<file path="src/rtl/mul_div_unit_pkg.sv">
// Shared constants, bus types and small helpers for the multiply/divide unit.
package mul_div_unit_pkg;

    localparam int DATA_WIDTH = 32;

    typedef logic [31:0] data_bus_t;
    typedef logic [63:0] double_data_bus_t;

    // Function codes handled by the unit (SPECIAL opcode space).
    localparam logic [5:0] FUNCT_MFHI  = 6'b010000;
    localparam logic [5:0] FUNCT_MTHI  = 6'b010001;
    localparam logic [5:0] FUNCT_MFLO  = 6'b010010;
    localparam logic [5:0] FUNCT_MTLO  = 6'b010011;
    localparam logic [5:0] FUNCT_MULT  = 6'b011000;
    localparam logic [5:0] FUNCT_MULTU = 6'b011001;
    localparam logic [5:0] FUNCT_DIV   = 6'b011010;
    localparam logic [5:0] FUNCT_DIVU  = 6'b011011;

    // True for the four multi-cycle operations.
    function automatic logic is_mul_div(input logic [5:0] f);
        logic r;
        case (f)
            FUNCT_MULT, FUNCT_MULTU, FUNCT_DIV, FUNCT_DIVU: r = 1'b1;
            default:                                        r = 1'b0;
        endcase
        return r;
    endfunction

    // True for the signed multi-cycle operations.
    function automatic logic is_signed_op(input logic [5:0] f);
        logic r;
        case (f)
            FUNCT_MULT, FUNCT_DIV: r = 1'b1;
            default:               r = 1'b0;
        endcase
        return r;
    endfunction

    // True for the divide operations.
    function automatic logic is_div_op(input logic [5:0] f);
        logic r;
        case (f)
            FUNCT_DIV, FUNCT_DIVU: r = 1'b1;
            default:               r = 1'b0;
        endcase
        return r;
    endfunction

    // Two's-complement magnitude; 0x80000000 maps to itself, which is the
    // correct unsigned magnitude.
    function automatic data_bus_t abs32(input data_bus_t x);
        data_bus_t r;
        if (x[31]) begin
            r = (~x) + 32'd1;
        end else begin
            r = x;
        end
        return r;
    endfunction

endpackage

</file>
<file path="src/rtl/mul_div_iter.sv">
// Datapath of the iterative multiplier/divider: a 64-bit shift register,
// a latched 32-bit operand and one shared 33-bit adder/subtractor.
// step_val is the register contents after one more step, so the owner can
// capture the final result on the same edge as the last iteration.
module mul_div_iter
    import mul_div_unit_pkg::*;
(
    input  logic             clk,
    input  logic             rst,
    input  logic             load,
    input  logic             step,
    input  logic             mode_div,
    input  data_bus_t        op_a,
    input  data_bus_t        op_b,
    output double_data_bus_t step_val
);

    double_data_bus_t acc_r;
    data_bus_t        opnd_r;
    logic             div_r;
    logic [32:0]      add_a_s;
    logic [32:0]      add_b_s;
    logic [32:0]      sum_s;

    // Shared adder: multiply adds the multiplicand to the upper half, divide
    // subtracts the divisor from the upper half shifted left by one.
    always_comb begin
        add_a_s = 33'd0;
        add_b_s = 33'd0;
        sum_s   = 33'd0;
        if (div_r) begin
            add_a_s = acc_r[63:31];
            add_b_s = ~{1'b0, opnd_r};
            sum_s   = add_a_s + add_b_s + 33'd1;
        end else begin
            add_a_s = {1'b0, acc_r[63:32]};
            add_b_s = {1'b0, opnd_r};
            sum_s   = add_a_s + add_b_s;
        end
    end

    // Step logic: shift-add for multiply, restoring step for divide.
    always_comb begin
        step_val = acc_r;
        if (div_r) begin
            if (sum_s[32]) begin
                step_val = {acc_r[62:0], 1'b0};
            end else begin
                step_val = {sum_s[31:0], acc_r[30:0], 1'b1};
            end
        end else begin
            if (acc_r[0]) begin
                step_val = {sum_s, acc_r[31:1]};
            end else begin
                step_val = {1'b0, acc_r[63:1]};
            end
        end
    end

    // Operand load and per-cycle iteration of the shift register.
    always_ff @(posedge clk) begin
        if (rst) begin
            acc_r  <= 64'd0;
            opnd_r <= 32'd0;
            div_r  <= 1'b0;
        end else if (load) begin
            div_r <= mode_div;
            if (mode_div) begin
                acc_r  <= {32'd0, op_a};
                opnd_r <= op_b;
            end else begin
                acc_r  <= {32'd0, op_b};
                opnd_r <= op_a;
            end
        end else if (step) begin
            acc_r <= step_val;
        end else begin
            acc_r <= acc_r;
        end
    end

endmodule

</file>
<file path="src/rtl/mul_div_unit.sv">
// EX-stage multiply/divide unit with architectural HI/LO registers.
// MULT/MULTU/DIV/DIVU take 33 stall cycles; MFHI/MFLO/MTHI/MTLO are single cycle.
module mul_div_unit
    import mul_div_unit_pkg::*;
#(
    parameter int DATA_WIDTH = 32
) (
    input  logic        clk,
    input  logic        rst,
    input  logic [5:0]  funct,
    input  logic [31:0] operand_1,
    input  logic [31:0] operand_2,
    input  logic        flush,
    output logic        stall_request,
    output logic [31:0] result,
    output logic [31:0] hi,
    output logic [31:0] lo
);

    localparam logic [1:0] ST_IDLE = 2'd0;
    localparam logic [1:0] ST_BUSY = 2'd1;
    localparam logic [1:0] ST_DONE = 2'd2;

    logic [1:0]       state_r;
    logic [1:0]       state_next_s;
    logic [4:0]       cnt_r;
    data_bus_t        hi_r;
    data_bus_t        lo_r;
    logic             neg_main_r;
    logic             neg_rem_r;
    logic             div_zero_r;
    logic             mode_div_r;
    data_bus_t        dividend_raw_r;

    logic             start_s;
    logic             step_s;
    logic             finish_s;
    logic             signed_op_s;
    logic             div_op_s;
    data_bus_t        op_a_s;
    data_bus_t        op_b_s;
    double_data_bus_t step_val_s;
    double_data_bus_t prod_s;
    data_bus_t        quot_s;
    data_bus_t        rem_s;
    data_bus_t        hi_new_s;
    data_bus_t        lo_new_s;

    // Decode of the incoming instruction and operand magnitudes.
    always_comb begin
        signed_op_s = is_signed_op(funct);
        div_op_s    = is_div_op(funct);
        start_s     = (state_r == ST_IDLE) && is_mul_div(funct) && !flush;
        step_s      = (state_r == ST_BUSY) && !flush;
        finish_s    = step_s && (cnt_r == 5'd0);
        if (signed_op_s) begin
            op_a_s = abs32(operand_1);
            op_b_s = abs32(operand_2);
        end else begin
            op_a_s = operand_1;
            op_b_s = operand_2;
        end
    end

    mul_div_iter u_iter (
        .clk      (clk),
        .rst      (rst),
        .load     (start_s),
        .step     (step_s),
        .mode_div (div_op_s),
        .op_a     (op_a_s),
        .op_b     (op_b_s),
        .step_val (step_val_s)
    );

    // Sign fix-up of the final iteration and the divide-by-zero override.
    always_comb begin
        prod_s   = step_val_s;
        quot_s   = step_val_s[31:0];
        rem_s    = step_val_s[63:32];
        hi_new_s = 32'd0;
        lo_new_s = 32'd0;
        if (neg_main_r) begin
            prod_s = (~step_val_s) + 64'd1;
            quot_s = (~step_val_s[31:0]) + 32'd1;
        end else begin
            prod_s = step_val_s;
            quot_s = step_val_s[31:0];
        end
        if (neg_rem_r) begin
            rem_s = (~step_val_s[63:32]) + 32'd1;
        end else begin
            rem_s = step_val_s[63:32];
        end
        if (!mode_div_r) begin
            hi_new_s = prod_s[63:32];
            lo_new_s = prod_s[31:0];
        end else if (div_zero_r) begin
            hi_new_s = dividend_raw_r;
            lo_new_s = 32'hFFFF_FFFF;
        end else begin
            hi_new_s = rem_s;
            lo_new_s = quot_s;
        end
    end

    // Next-state logic; flush always returns to IDLE.
    always_comb begin
        state_next_s = state_r;
        if (flush) begin
            state_next_s = ST_IDLE;
        end else begin
            case (state_r)
                ST_IDLE: begin
                    if (start_s) begin
                        state_next_s = ST_BUSY;
                    end else begin
                        state_next_s = ST_IDLE;
                    end
                end
                ST_BUSY: begin
                    if (cnt_r == 5'd0) begin
                        state_next_s = ST_DONE;
                    end else begin
                        state_next_s = ST_BUSY;
                    end
                end
                ST_DONE: state_next_s = ST_IDLE;
                default: state_next_s = ST_IDLE;
            endcase
        end
    end

    // State, iteration counter and latched sign/zero flags.
    always_ff @(posedge clk) begin
        if (rst) begin
            state_r        <= ST_IDLE;
            cnt_r          <= 5'd0;
            neg_main_r     <= 1'b0;
            neg_rem_r      <= 1'b0;
            div_zero_r     <= 1'b0;
            mode_div_r     <= 1'b0;
            dividend_raw_r <= 32'd0;
        end else begin
            state_r <= state_next_s;
            if (start_s) begin
                cnt_r          <= 5'd31;
                neg_main_r     <= signed_op_s && (operand_1[31] ^ operand_2[31]);
                neg_rem_r      <= signed_op_s && div_op_s && operand_1[31];
                div_zero_r     <= div_op_s && (operand_2 == 32'd0);
                mode_div_r     <= div_op_s;
                dividend_raw_r <= operand_1;
            end else if (step_s && (cnt_r != 5'd0)) begin
                cnt_r <= cnt_r - 5'd1;
            end else if (flush) begin
                cnt_r <= 5'd0;
            end else begin
                cnt_r <= cnt_r;
            end
        end
    end

    // Architectural HI/LO: final mul/div result or MTHI/MTLO write.
    always_ff @(posedge clk) begin
        if (rst) begin
            hi_r <= 32'd0;
            lo_r <= 32'd0;
        end else if (flush) begin
            hi_r <= hi_r;
            lo_r <= lo_r;
        end else if (finish_s) begin
            hi_r <= hi_new_s;
            lo_r <= lo_new_s;
        end else if ((state_r == ST_IDLE) && (funct == FUNCT_MTHI)) begin
            hi_r <= operand_1;
        end else if ((state_r == ST_IDLE) && (funct == FUNCT_MTLO)) begin
            lo_r <= operand_1;
        end else begin
            hi_r <= hi_r;
            lo_r <= lo_r;
        end
    end

    // Pipeline hold request and MFHI/MFLO read port.
    always_comb begin
        stall_request = !rst && (start_s || step_s);
        case (funct)
            FUNCT_MFHI: result = hi_r;
            FUNCT_MFLO: result = lo_r;
            default:    result = 32'd0;
        endcase
    end

    assign hi = hi_r;
    assign lo = lo_r;

endmodule

</file>
<file path="config.mk">
export PLATFORM = sky130hd
export DESIGN_NAME = mul_div_unit
export DESIGN_NICKNAME = d
export VERILOG_FILES = /design/src/rtl/mul_div_unit_pkg.sv /design/src/rtl/mul_div_iter.sv /design/src/rtl/mul_div_unit.sv
export SDC_FILE = /design/constraint.sdc
export NUM_CORES = 1
export LEC_CHECK = 0
export CAP_MARGIN = 20
export CORE_UTILIZATION = 60
export CTS_CLUSTER_DIAMETER = 30
export DETAILED_ROUTE_END_ITERATION = 10
export PLACE_DENSITY = 0.83
export SLEW_MARGIN = 20
export SYNTH_ARGS = -nofsm -noshare
export SYNTH_HDL_FRONTEND = slang
export SYNTH_SLANG_ARGS = --single-unit
</file>
<file path="constraint.sdc">
create_clock -name clk -period 5.5 [get_ports clk]
set_clock_uncertainty 0.1 [all_clocks]
set_input_delay 1.1 -clock clk [delete_from_list [all_inputs] [get_ports clk]]
set_output_delay 1.1 -clock clk [all_outputs]
set_load 0.05 [all_outputs]
</file>
==> results.md <==
* Fin crit share at 98.9%
* Worst Path Required at 5.80 ns
* Largest net degree at the start of global routing at 106
* Share of layout cells above drive strength 1 at under 10%
* Post-synthesis sequential area ratio at roughly 22%
* WS Path Type: reg -> reg
* Top-level port count at 170
* Via count at 22300
* Placer Congestion at between 1 and 1.5
* Primary FF master, synth: dfxtp_1
* Synth area leader: dfxtp_1
* Starting DRT DRC Count at 3733
* TritonCTS clock tree: built
* Layout area overhead at 22.5%
* Initial core utilization at between 60% and 70%
* Max-slew violations at 0
* Worst path slowest cell: or4_1
* Die area at around 31000 um^2
* Final setup violation count at 0
* CTS buffer count at 53
* Post-Synthesis Cell Area at 18300 um^2
* Hold Vio Cnt, Final at 0
* Status: finished, final reports clean
* Die Y-Extent at approximately 180 um
* Unrepaired setup endpoints after global routing: yes
* Slew @ Worst Pin at 1.21 ns
* Worst Setup Start Kind: flop
* DRC Markers at 0
* Routed wire length at 80600 um
* CTS Hold Buffers Added at 0
* Placed cells at a little over 3000
* Root Buffer: clkbuf_16
* IO buf count at 169
* Final std cells w/o fill at around 3100
* Post-synth EDFFs at 0
* Die width at between 150 and 200 um
* Async set-or-reset flop fraction in the synthesized netlist at 0%
* Post-synthesis register bit count at 203
* Total GRT Usage at 50.0%
* Synth Warn # at 0
* Distinct cells, synth at between 80 and 90
* Crit end category: flop
* Routed wire per std cell at ~26 um
* Min Clock Period, post-route at 5.44 ns
* Yosys top cell area share at between 20% and 30%
* Pre-antenna DRT Iters at 11
* Max-Cap Viols at 0
* HPWL after DPL at ~58000 um
* Top post-synthesis cells by area: dfxtp_1 (22%), nand2_1 (8.1%), a21oi_1 (7.3%)
* Arr. time, crit path at about 5.7 ns
* Syn Area/Cell at just over 7 um^2
* Worst hold path type: reg -> reg
* Wire length of the first global-routing pass at ~120000 um
* Critical-path cell list: ha_1, fa_1, a211oi_1, o211ai_1, nand3_1, a31oi_1, a31oi_1, o211ai_1, a311oi_1, buf_4, nand3_1, or4_1, nor4b_1, mux2_2, o22ai_1, a221oi_2
* Cell count after synthesis at ~2600
* Rel. slew slack at 19.3%
* Core area at approximately 30000 um^2
* Peak VDD IR at around 280 uV
* Storage cell area at just over 4000 um^2
* CP peak stage delay at 0.62 ns
* Final core occ at ~75%
* Most common cell after layout, fill and taps aside: nand2_1
* ANT nets after route at 0
* Sinks on the clock net at between 200 and 250
* Fillers at approximately 2300
* Most frequent cells in the layout: nand2_1 (394), a21oi_1 (263), nor2_1 (208), dfxtp_1 (201), clkdlybuf4s50_1 (166)
* Tot Pwr at 5.54 mW
* Fin nets at 2848
* Clk Latency, worst-skew pair at between 0.5 and 0.6 ns
* Net Count, Synth at between 2000 and 3000
* Clk slew on worst S/H paths at about 0.050 ns
* Max frequency at between 0.15 and 0.2 GHz
* CTS HTree Levels at 2
* Initial antenna violation count at 1
* FP Rows at between 60 and 70
* Pwr dens at ~250 nW/um^2
* Total grt overflow at 0
* Via/cell ratio at 7.10
* Area of the multi-input gates at between 10000 and 15000 um^2
* Lkg Pwr at just under 9 nW
* Vias in the first global route at ~20000
* CP max FO at 3
* Max Buffers Root-to-Sink at 3
* Fin Setup TNS at 0 ns
==> routing by layer <==
layer / routed length, um / part of all wire (%) / global-route usage, % / up-vias
met4: 6690 / 8.3 / 34.7 / 2
met2: 33700 / 42 / 74.0 / 1852
met3: 11000 / 14 / 12.7 / 498
met5: 14 / 0.017 / 0 / -
li1: - / - / - / 9634
met1: 29200 / 36 / 63.3 / 10300
==> state kept, by name, summed over array words and instances, names as in the netlist, 2 cells and up <==
register        flops
hi                 32
u_iter.opnd_r      32
state_r             2
u_iter.acc_r       64
dividend_raw_r     32
lo                 32
cnt_r               5
==> power breakdown <==
group / leakage, nW / switching [mW] / total, mW / internal, mW
Clock: 0.884 / 1.00 / 3.20 / 2.20
Sequential: 1.64 / 0.0218 / 1.51 / 1.49
Combinational: 6.21 / 0.539 / 0.824 / 0.285
==> critical path, delay by kind of cell (launching register included) <==
family          cells  cell delay [ns]
buf+inv             1             0.19
mux                 1             0.38
simple gates        4             1.31
fa+ha+maj           2             0.73
compound gates      8             2.24
flops               1             0.33
==> metrics by stage <==
stage / hold slack (ns) / instance area [um^2] / setup WS, ns
after floorplan: 0.331 / 18300 / 0.603
after global placement: 0.342 / 20500 / -0.0754
after detailed placement: 0.347 / 20500 / -0.0653
after CTS: 0.353 / 22300 / 0.0216
after global routing: 0.366 / 22400 / -0.106
final: 0.352 / 22400 / 0.0597
==> kinds of logic after synthesis <==
logic type	count (synthesis)	synth area share (%)
flops	203	22.2
mux	128	7.04
xor+xnor	176	8.43
simple gates	926	23.2
compound gates	805	28.5
fa+ha+maj	71	4.94
buf+inv	269	5.72
==> cell type report <==
class / instances / share of cell area (%)
multi-input combinational: 2106 / 59.3
sequential: 203 / 18.2
timing repair buffer: 265 / 10.9
clock buffer: 64 / 6.34
tap: 390 / 2.18
clock inverter: 35 / 1.85
inverter: 75 / 1.26
antenna: 1 / 0.0112
==> cell usage after synthesis (all sizes together), types with 24 or more instances <==
cell / number
buf: 43
nor3: 56
clkbuf: 151
a221oi: 41
nand3: 67
o211ai: 100
xnor2: 108
o21ai: 142
o31ai: 29
nand2: 395
a211oi: 27
a21oi: 266
inv: 73
a21o: 24
ha: 69
mux2i: 123
a31oi: 43
nand4: 28
nor2: 211
xor2: 68
or3: 24
dfxtp: 203
==> worst paths after layout <==
check	startpoint	end	slack, ns	cells after the start
max	u_iter.opnd_r[0]	hi[31]	0.06	16
min	dividend_raw_r[13]	dividend_raw_r[13]	0.35	2
max reg2reg	u_iter.opnd_r[0]	hi[31]	0.06	16
min reg2reg	dividend_raw_r[13]	dividend_raw_r[13]	0.35	2
==> timing repair <==
| item | in CTS | in global routing |
|---|---|---|
| setup buffers | 0 | 3 |
| setup endpoints to repair | 5 | 17 |
| gates resized for setup | 1 | 17 |
| pin swaps | 0 | 2 |
No activity file was read; power rests on OpenSTA's default activity.
